--- src/rtl/mem4x4_pkg.sv ---
// mem4x4 command sequencer: shared op codes, FSM states and default widths.
// Imported by the sequencer and its bench.
package mem4x4_pkg;

    localparam int DW_DEF = 4;
    localparam int AW_DEF = 2;

    localparam logic [1:0] OP_READ  = 2'b00;
    localparam logic [1:0] OP_WRITE = 2'b01;
    localparam logic [1:0] OP_SCAN  = 2'b10;
    localparam logic [1:0] OP_RSVD  = 2'b11;

    typedef enum logic [2:0] {
        IDLE,
        WR,
        RD_ISSUE,
        RD_CAP,
        SCAN,
        RESP
    } state_t;

endpackage

--- src/rtl/mem4x4_ctrl_if.sv ---
// Command/response handshake bundle between a requester and mem4x4_ctrl.
// The master issues commands and consumes responses; the slave sequences them.
interface mem4x4_ctrl_if #(
    parameter int DW = mem4x4_pkg::DW_DEF,
    parameter int AW = mem4x4_pkg::AW_DEF
);

    logic          cmd_valid;
    logic          cmd_ready;
    logic [1:0]    cmd_op;
    logic [AW-1:0] cmd_addr;
    logic [DW-1:0] cmd_data;

    logic          rsp_valid;
    logic          rsp_ready;
    logic [DW-1:0] rsp_data;
    logic          rsp_err;

    modport master (
        output cmd_valid, cmd_op, cmd_addr, cmd_data, rsp_ready,
        input  cmd_ready, rsp_valid, rsp_data, rsp_err
    );

    modport slave (
        input  cmd_valid, cmd_op, cmd_addr, cmd_data, rsp_ready,
        output cmd_ready, rsp_valid, rsp_data, rsp_err
    );

endinterface

--- src/rtl/mem4x4_ctrl.sv ---
// Sequencer owning the pins of a small synchronous RAM: READ, WRITE and
// SCAN (XOR checksum of every word), one response per command.
module mem4x4_ctrl
    import mem4x4_pkg::*;
#(
    parameter int DW = DW_DEF,
    parameter int AW = AW_DEF
) (
    input  logic          clk,
    input  logic          rst,
    mem4x4_ctrl_if.slave  bus,
    output logic [AW-1:0] mem_addr,
    output logic [DW-1:0] mem_din,
    output logic          mem_we,
    input  logic [DW-1:0] mem_dout
);

    localparam int CW = AW + 1;
    // Scan counter reaches this in the cycle after the last address.
    localparam logic [CW-1:0] SCAN_LAST = {1'b1, {AW{1'b0}}};

    state_t        state;
    state_t        state_nx;
    logic          accept;
    logic          rsvd;
    logic          rsvd_nx;
    logic [CW-1:0] cnt;
    logic [CW-1:0] cnt_nx;
    logic [DW-1:0] acc;
    logic [DW-1:0] acc_nx;
    logic [AW-1:0] mem_addr_nx;
    logic [DW-1:0] mem_din_nx;
    logic          mem_we_nx;
    logic [DW-1:0] rsp_data_q;
    logic [DW-1:0] rsp_data_nx;
    logic          rsp_err_q;
    logic          rsp_err_nx;

    assign bus.rsp_valid = !rst && (state == RESP);
    assign bus.cmd_ready = !rst && (state == IDLE) && !bus.rsp_valid;
    assign bus.rsp_data  = rsp_data_q;
    assign bus.rsp_err   = rsp_err_q;
    assign accept        = bus.cmd_valid && bus.cmd_ready;

    always_ff @(posedge clk) begin
        if (rst) begin
            state <= IDLE;
        end else begin
            state <= state_nx;
        end
    end

    always_comb begin
        state_nx = state;
        unique case (state)
            IDLE: begin
                if (accept) begin
                    unique case (1'b1)
                        bus.cmd_op == OP_WRITE: state_nx = WR;
                        bus.cmd_op == OP_SCAN:  state_nx = SCAN;
                        default:                state_nx = RD_ISSUE;
                    endcase
                end
            end
            WR:       state_nx = RESP;
            RD_ISSUE: state_nx = rsvd ? RESP : RD_CAP;
            RD_CAP:   state_nx = RESP;
            SCAN: begin
                if (cnt == SCAN_LAST) begin
                    state_nx = RESP;
                end
            end
            RESP: begin
                if (bus.rsp_ready) begin
                    state_nx = IDLE;
                end
            end
            default:  state_nx = IDLE;
        endcase
    end

    always_comb begin
        mem_addr_nx = mem_addr;
        mem_din_nx  = mem_din;
        mem_we_nx   = 1'b0;
        rsp_data_nx = rsp_data_q;
        rsp_err_nx  = rsp_err_q;
        acc_nx      = acc;
        cnt_nx      = cnt;
        rsvd_nx     = rsvd;
        unique case (state)
            IDLE: begin
                if (accept) begin
                    rsp_err_nx = 1'b0;
                    rsvd_nx    = 1'b0;
                    unique case (1'b1)
                        bus.cmd_op == OP_WRITE: begin
                            mem_addr_nx = bus.cmd_addr;
                            mem_din_nx  = bus.cmd_data;
                            mem_we_nx   = 1'b1;
                        end
                        bus.cmd_op == OP_SCAN: begin
                            mem_addr_nx = '0;
                            acc_nx      = '0;
                            cnt_nx      = '0;
                        end
                        bus.cmd_op == OP_RSVD: begin
                            rsvd_nx = 1'b1;
                        end
                        default: begin
                            mem_addr_nx = bus.cmd_addr;
                        end
                    endcase
                end
            end
            WR: begin
                rsp_data_nx = mem_din;
            end
            RD_ISSUE: begin
                if (rsvd) begin
                    rsp_data_nx = '0;
                    rsp_err_nx  = 1'b1;
                end
            end
            RD_CAP: begin
                rsp_data_nx = mem_dout;
            end
            SCAN: begin
                cnt_nx = cnt + 1'b1;
                // Read data trails the address by one cycle.
                if (cnt != '0) begin
                    acc_nx = acc ^ mem_dout;
                end
                if (cnt < SCAN_LAST - 1'b1) begin
                    mem_addr_nx = mem_addr + 1'b1;
                end
                if (cnt == SCAN_LAST) begin
                    rsp_data_nx = acc ^ mem_dout;
                end
            end
            default: begin
            end
        endcase
    end

    always_ff @(posedge clk) begin
        if (rst) begin
            mem_addr   <= '0;
            mem_din    <= '0;
            mem_we     <= 1'b0;
            rsp_data_q <= '0;
            rsp_err_q  <= 1'b0;
            acc        <= '0;
            cnt        <= '0;
            rsvd       <= 1'b0;
        end else begin
            mem_addr   <= mem_addr_nx;
            mem_din    <= mem_din_nx;
            mem_we     <= mem_we_nx;
            rsp_data_q <= rsp_data_nx;
            rsp_err_q  <= rsp_err_nx;
            acc        <= acc_nx;
            cnt        <= cnt_nx;
            rsvd       <= rsvd_nx;
        end
    end

endmodule

--- src/flat_wrapper.sv ---
// flat-port wrapper written by rule: the top's interface ports become plain ports
module mem4x4_ctrl_flat import mem4x4_pkg::*;
#(
    parameter int DW = DW_DEF,
    parameter int AW = AW_DEF
)
  (clk, rst, mem_addr, mem_din, mem_we, mem_dout, bus_cmd_valid, bus_cmd_op, bus_cmd_addr, bus_cmd_data, bus_rsp_ready, bus_cmd_ready, bus_rsp_valid, bus_rsp_data, bus_rsp_err);
  mem4x4_ctrl_if #(.DW(DW), .AW(AW)) bus_i ();
  input  logic clk;
  input  logic rst;
  output logic [AW-1:0] mem_addr;
  output logic [DW-1:0] mem_din;
  output logic mem_we;
  input  logic [DW-1:0] mem_dout;
  input wire logic [$bits(bus_i.cmd_valid)-1:0] bus_cmd_valid;
  input wire logic [$bits(bus_i.cmd_op)-1:0] bus_cmd_op;
  input wire logic [$bits(bus_i.cmd_addr)-1:0] bus_cmd_addr;
  input wire logic [$bits(bus_i.cmd_data)-1:0] bus_cmd_data;
  input wire logic [$bits(bus_i.rsp_ready)-1:0] bus_rsp_ready;
  output wire logic [$bits(bus_i.cmd_ready)-1:0] bus_cmd_ready;
  output wire logic [$bits(bus_i.rsp_valid)-1:0] bus_rsp_valid;
  output wire logic [$bits(bus_i.rsp_data)-1:0] bus_rsp_data;
  output wire logic [$bits(bus_i.rsp_err)-1:0] bus_rsp_err;
  assign bus_i.cmd_valid = bus_cmd_valid;
  assign bus_i.cmd_op = bus_cmd_op;
  assign bus_i.cmd_addr = bus_cmd_addr;
  assign bus_i.cmd_data = bus_cmd_data;
  assign bus_i.rsp_ready = bus_rsp_ready;
  assign bus_cmd_ready = bus_i.cmd_ready;
  assign bus_rsp_valid = bus_i.rsp_valid;
  assign bus_rsp_data = bus_i.rsp_data;
  assign bus_rsp_err = bus_i.rsp_err;
  mem4x4_ctrl #(.DW(DW), .AW(AW)) u_core (.clk(clk), .rst(rst), .bus(bus_i), .mem_addr(mem_addr), .mem_din(mem_din), .mem_we(mem_we), .mem_dout(mem_dout));
endmodule
--- config.mk ---
export PLATFORM = sky130hd
export DESIGN_NAME = mem4x4_ctrl_flat
export DESIGN_NICKNAME = d
export VERILOG_FILES = /design/src/rtl/mem4x4_pkg.sv /design/src/rtl/mem4x4_ctrl_if.sv /design/src/rtl/mem4x4_ctrl.sv /design/src/flat_wrapper.sv
export SDC_FILE = /design/constraint.sdc
export NUM_CORES = 1
export LEC_CHECK = 0
export CAP_MARGIN = 20
export CORE_MARGIN = 4
export CORE_UTILIZATION = 45
export CTS_BUF_LIST = sky130_fd_sc_hd__clkbuf_4
export DETAILED_ROUTE_END_ITERATION = 10
export PLACE_DENSITY = 0.82
export SKIP_LAST_GASP = 1
export SYNTH_ARGS = -nofsm -noshare
export SYNTH_HDL_FRONTEND = slang
export SYNTH_SLANG_ARGS = --single-unit
--- constraint.sdc ---
create_clock -name clk -period 1.9 [get_ports clk]
set_input_delay 0.285 -clock clk [delete_from_list [all_inputs] [get_ports clk]]
set_output_delay 0.285 -clock clk [all_outputs]
set_load 0.1 [all_outputs]
==> flow_summary.toml, run 1 <==
[sta]
max_freq_ghz = 0.546
report.final.hold_viol_count = 0
timing.setup.tns_ns = 0
finClkSkew_ns = 0.00813
finalWorstSetupSlack_ns = 0.0697
final-max-slew-violation-count = 0
post-route-period-util_pct = 96.3
finalWorstPathRequiredPeriod_ns = 1.83
rsz0062_at_grt = "no"
worst_hold_slack_ns = 0.509
slew_headroom_pct = 71.7
setup_viol = 0
worstMarginPinSlew_ns = 0.423

[clock_tree]
cts.reportedPaths.clkPinSlew_ns = 0.13
htree_levels = 1
post_cts_resized = 2
worst_skew_pair.late_latency_ns = 0.32
clk_path_buf_depth = 2
holdBufCountCts = 0
cts.sinks = 23
cts_tree = "done"
cts_setup_buffers = 0
numCtsBuffers = 3
cts_root_buffer = "clkbuf_4"

[synth]
synthesis.nets = 193
synth_area_leader_cell = "dfxtp_1"
synth-async-reset-ratio_pct = 0
yosys.area.top_type_share_pct = 32.7
synth_seq_cells = 23
synth.area.top_cells = "dfxtp_1 (33%), ha_1 (6.2%), nor2_1 (5.1%)"
synth_sequential_area_ratio_pct = 32.7
ys.warnings.count = 0
synth_flop_cell = "dfxtp_1"
synth_top_cells_by_count = "dfxtp_1 (23), nor2_1 (19), a21oi_1 (14)"
post_synth_num_cell_types = 44
synthesis.instances = 170
synth_enable_flop_cells = 0
synth.avg_cell_area_um2 = 8.28
synthesis.area_um2 = 1410
synth_most_common_cell = "dfxtp_1"

[worst_setup_path]
worst-setup-path-type = "reg2out"
crit_slowest_cell = "dfxtp_2"
crit_path_max_incr_delay_ns = 0.46
crit_path_max_fanout = 11
worst_ep_required_time_ns = 1.62
worstReg2RegStart = "u_core.state[1]"
cp_data_arrival_time_ns = 1.55
critical_path.endpoint_type = "output pin"
critPathLaunch = "u_core.state[2]"
worstPathCellList = "inv_1, nor4b_4, buf_12"
critPathLaunchType = "flop"

[routing]
wl_final_um = 3520
dr.pass1.iters = 4
final_antenna_net_count = 0
vias = 1383
post_drt_wl_per_cell_um = 14.3
drt-vias-per-instance = 5.62
detail_route.drc_violations = 0
drt_iter0_drcs = 66

[global_route]
largest_net_degree_at_the_start_of_global_routing = 15
global_route_wire_length_before_repair_um = 6090
grt_antenna_before_repair = 0
grt_pass1_vias = 1358
overflow_after_grt = 0
global_route.usage.total_pct = 18.4

[die]
pin_count = 30
floorplan.die.width_um = 63.9
die_height_um = 63.9
floorplan.core_area_um2 = 3030
site_row_count = 20
effective_utilization_at_floorplan_pct = 46.5
die_area_um2 = 4090

[job]
drv_cap = 0

[power_and_ir_drop]
p_leak_nw = 0.750
power_density_nw_per_um2 = 764
power.total_mw = 1.38
worst_ir_drop_on_vdd_uv = 317

[cells_and_area]
final_core_utilization_pct = 59.7
fin_nets = 226
drive_above_1_share_pct = 18.3
layout-area-overhead-vs-synth_pct = 28.4
nFillCells = 249
antenna_cells_inserted = 0

[placed_design]
dp_slack_ns = -0.00825
dpl.hpwl_um = 2720
port-buffer-count = 29
globalplace.congestion = 0.811

[hold_path]
hold_path_class = "reg2reg"
min_from = "u_core.bus.rsp_data[0]"

[run_status]
status = "completed"
## layout by cell type, fill, tap and decap left out, types with 3 or more instances in the layout
| cell | instances |
|---|---|
| buf_4 | 21 |
| dfxtp_1 | 21 |
| nor2_1 | 19 |
| clkdlybuf4s50_1 | 15 |
| a21oi_1 | 14 |
| o21ai_0 | 13 |
| inv_1 | 8 |
| nand2_1 | 8 |
| ha_1 | 7 |
| nor2b_1 | 6 |
| mux2i_1 | 6 |
| and3_1 | 5 |
| nor3_1 | 4 |
| nand3b_1 | 4 |
| xor2_1 | 4 |
| clkbuf_4 | 4 |
| and3b_1 | 3 |
| nand3_1 | 3 |
| a211oi_1 | 3 |
## flip-flops by register name, indices dropped and copies added (netlist names)
signal / count
u_core.acc: 4
u_core.bus.rsp_data: 4
u_core.mem_din: 4
u_core.cnt: 3
u_core.state: 3
u_core.mem_addr: 2
u_core.bus.rsp_err: 1
u_core.mem_we: 1
u_core.rsvd: 1
## worst paths after layout
kind | endpoint | slack, ns | cells past startpoint
max reg2reg | u_core.acc[0] | 0.23 | 6
max | bus_rsp_valid | 0.07 | 3
min reg2reg | u_core.bus.rsp_data[0] | 0.51 | 2
min | u_core.bus.rsp_data[0] | 0.51 | 2
## worst max-delay path, delay by kind of cell (launching register included)
family | cells | cell delay, ns
flops | 1 | 0.46
buf+inv | 2 | 0.41
simple gates | 1 | 0.35
## metrics by stage
step                      instance area (um2)  std cells
after floorplan                          1430        170
after global placement                   1770        242
after detailed placement                 1770        242
after CTS                                1810        246
after global routing                     1810        246
final                                    1810        246
## final cells by class
| type | count | area (um2) | share of cell area, % |
|---|---|---|---|
| Multi-Input combinational cell | 129 | 881 | 48.8 |
| Sequential cell | 23 | 463 | 25.6 |
| Timing Repair Buffer | 38 | 348 | 19.3 |
| Tap cell | 44 | 55.1 | 3.05 |
| Clock buffer | 4 | 30.0 | 1.66 |
| Inverter | 8 | 30.0 | 1.66 |
## per-layer routing
metal  up-vias  GRT usage (%)  wire length (um)
met1       660           21.1              1490
met4         0           8.36                98
li1        667              -                 -
met3        10           2.28               129
met5         -              0                 0
met2        46           33.4              1800
## cell families (layout without fill, tap and decap cells)
group	count (synthesis)	in the layout	share of synthesized area, %
and+or+nand+nor	64	64	25.4
xor gates and xnor gates	4	4	2.49
adders and majority gates	7	7	6.22
AOI/OAI and AO/OA	47	47	21.5
buffers and inverters	18	50	6.58
DFF	23	23	32.7
muxes	7	7	5.07
## power breakdown
part | internal, mW | switching (mW)
Sequential | 0.519 | 0.0462
Clock | 0.0964 | 0.152
Combinational | 0.202 | 0.366
Total | 0.818 | 0.563
Power figures use the tool's default switching activity.
==> run 2, diff against run 1 <==
ABC_AREA = 1   (was default)
ABC_CLOCK_PERIOD_IN_PS = 1900   (was default)
==> run 2 against run 1 <==
  * Die area increased by 2.7%
  * Total power increased by 110%
  * Critical path depth unchanged
  * Largest power group unchanged
  * Sequential power increased by 35%
  * Register-to-register slack improved by 0.21 ns
  * Critical path type unchanged
==> flow_summary.toml, run 2 <==
[sta]
setup_viol = 0
finalWorstPathRequiredPeriod_ns = 1.77
post-route-period-util_pct = 93.3
timing.setup.tns_ns = 0
max_freq_ghz = 0.564
finalWorstSetupSlack_ns = 0.127
final-max-slew-violation-count = 0
finClkSkew_ns = 0.00530
worstMarginPinSlew_ns = 0.415
slew_headroom_pct = 72.3
report.final.hold_viol_count = 0
rsz0062_at_grt = "no"

[routing]
drt-vias-per-instance = 4.75
dr.pass1.iters = 4
vias = 1315
drt_iter0_drcs = 96
wl_final_um = 3040
post_drt_wl_per_cell_um = 11.0
final_antenna_net_count = 0
detail_route.drc_violations = 0

[global_route]
grt_pass1_vias = 1199
global_route_wire_length_before_repair_um = 5090
gr-usage-met3_pct = 3.12
globalRoute.busiestLayer = "met2"
groute.layer.met1.usage_pct = 19.1
overflow_after_grt = 0
grt_antenna_before_repair = 0
largest_net_degree_at_the_start_of_global_routing = 20
global_route.usage.total_pct = 15.4
grtUsageMet2_pct = 25.4

[synth]
yosys.area.top_type_share_pct = 31.7
synth_seq_cells = 23
synth_sequential_area_ratio_pct = 31.7
synth_flop_cell = "dfxtp_1"
synthesis.instances = 204
ys.warnings.count = 0
synth_area_leader_cell = "dfxtp_1"
synth.avg_cell_area_um2 = 7.11
synth.area.top_cells = "dfxtp_1 (32%), nand2_1 (12%), nor2_1 (8.0%)"
synthesis.nets = 227
post_synth_num_cell_types = 30
synth_most_common_cell = "nand2_1"
synth_enable_flop_cells = 0
synthesis.area_um2 = 1450
synth_top_cells_by_count = "nand2_1 (46), nor2_1 (31), dfxtp_1 (23)"
synth-async-reset-ratio_pct = 0

[die]
die_height_um = 64.8
pin_count = 30
die_area_um2 = 4200
effective_utilization_at_floorplan_pct = 47.2
floorplan.die.width_um = 64.8
site_row_count = 20
floorplan.core_area_um2 = 3080

[clock_tree]
worst_skew_pair.late_latency_ns = 0.32
cts.sinks = 23
clk_path_buf_depth = 2
cts.reportedPaths.clkPinSlew_ns = 0.13
post_cts_resized = 1
numCtsBuffers = 3
cts_tree = "done"
htree_levels = 1
cts_setup_buffers = 0
cts_root_buffer = "clkbuf_4"
holdBufCountCts = 0

[placed_design]
globalplace.congestion = 0.795
port-buffer-count = 29
dpl.hpwl_um = 2410
dp_slack_ns = 0.181

[power_and_ir_drop]
power_density_nw_per_um2 = 1590
power_frac_seq_pct = 26.6
clock_power_share_pct = 8.3
pwr-share-comb_pct = 65.2
worst_ir_drop_on_vdd_uv = 827
total_switching_power_mw = 1.61
p_leak_nw = 0.842
power_report.internal_total_mw = 1.26
switching_share_pct = 56.1

[run_status]
status = "completed"

[job]
drv_cap = 0

[cells_and_area]
antenna_cells_inserted = 0
final_core_utilization_pct = 58.7
drive_above_1_share_pct = 20.2
register_area_um2 = 462
most-common-layout-cells = "nand2_1 (46), nor2_1 (30), inv_1 (22), dfxtp_1 (22), nand3_1 (20)"
fin_nets = 257
mostFrequentLayoutCell = "nand2_1"
layout-area-overhead-vs-synth_pct = 24.4
nFillCells = 299
multiInputGateArea_um2 = 863

[worst_setup_path]
reg2regPathDepth = 9
worst_ep_required_time_ns = 1.62
worstPathCellList = "inv_4, nor4_4, buf_12"
critical_path.endpoint_type = "output pin"
critPathLaunchType = "flop"
cp_data_arrival_time_ns = 1.49
crit_path_max_fanout = 8
crit_slowest_cell = "dfxtp_1"
crit_path_max_incr_delay_ns = 0.60
worst-setup-path-type = "reg2out"

[hold_path]
timing.hold.worst_path_depth = 2
hold_path_class = "reg2reg"
## run 2: changes by cell type after synthesis, sizes merged, moves of 6 or more
cell / previous run / this run
inv: 8 / 26
nand2: 8 / 52
nor2: 19 / 37
nor2b: 6 / 0
nand3: 3 / 22
mux2i: 6 / 0
## run 2: power by group through the flow
stage | combinational [mW] | clock, mW | sequential, mW
floorplan | 1.21 | 0 | 1.11
global placement | 1.85 | 0 | 0.769
detailed placement | 1.87 | 0 | 0.769
CTS | 1.88 | 0.240 | 0.760
global route | 2.04 | 0.263 | 0.781
finish | 1.87 | 0.238 | 0.761
## run 2: metrics by stage
stage	cells	hold WS, ns	area [um2]	total power [mW]
4_1_cts	277	0.477	1810	2.88
3_5_place_dp	273	0.458	1780	2.64
3_3_place_gp	273	0.453	1780	2.61
6_report	277	0.470	1810	2.87
5_1_grt	277	0.499	1810	3.08
2_1_floorplan	204	0.420	1470	2.32
## run 2: cell families (layout without fill, tap and decap cells)
group                      Yosys count  in the layout  share of synthesized area, %
buffers and inverters               32             61                          10.0
DFF                                 23             23                          31.7
adders and majority gates            7              7                          6.03
AOI/OAI and AO/OA                   19             19                          7.07
and+or+nand+nor                    119            119                          42.8
xor gates and xnor gates             4              4                          2.41
## run 2: layout make-up
class                   count  area share (%)
flip-flops and latches     23            25.6
multi-input cells         149            47.8
clock buffers               3            1.25
inverters                  26            5.68
well taps                  44            3.05
clock inverters             1           0.277
repair buffers             31            16.4
## run 2: final timing paths
check	from	endpoint	slack [ns]
setup / recovery	u_core.state[2]	bus_rsp_valid	0.13
hold / removal	u_core.bus.rsp_err	u_core.bus.rsp_err	0.47
setup reg to reg	u_core.state[2]	u_core.acc[2]	0.44
hold reg to reg	u_core.bus.rsp_err	u_core.bus.rsp_err	0.47
## run 2: worst max-delay path, delay by kind of cell (launching register included)
kind	cells	cell delay [ns]
DFF	1	0.60
buffers and inverters	2	0.36
and+or+nand+nor	1	0.21
## run 2: routing by layer
metal | share of wire [%] | vias to the layer above | routed length [um]
li1 | - | 702 | -
met1 | 45 | 580 | 1380
met2 | 48 | 29 | 1470
met3 | 4.7 | 4 | 144
met4 | 1.4 | 0 | 44
met5 | 0 | - | 0
==> run 3, diff against run 2 <==
CTS_CLUSTER_DIAMETER = 40   (was default)
==> results of run 3 <==
Final layout, timing and power as in run 2 (identical DEF).
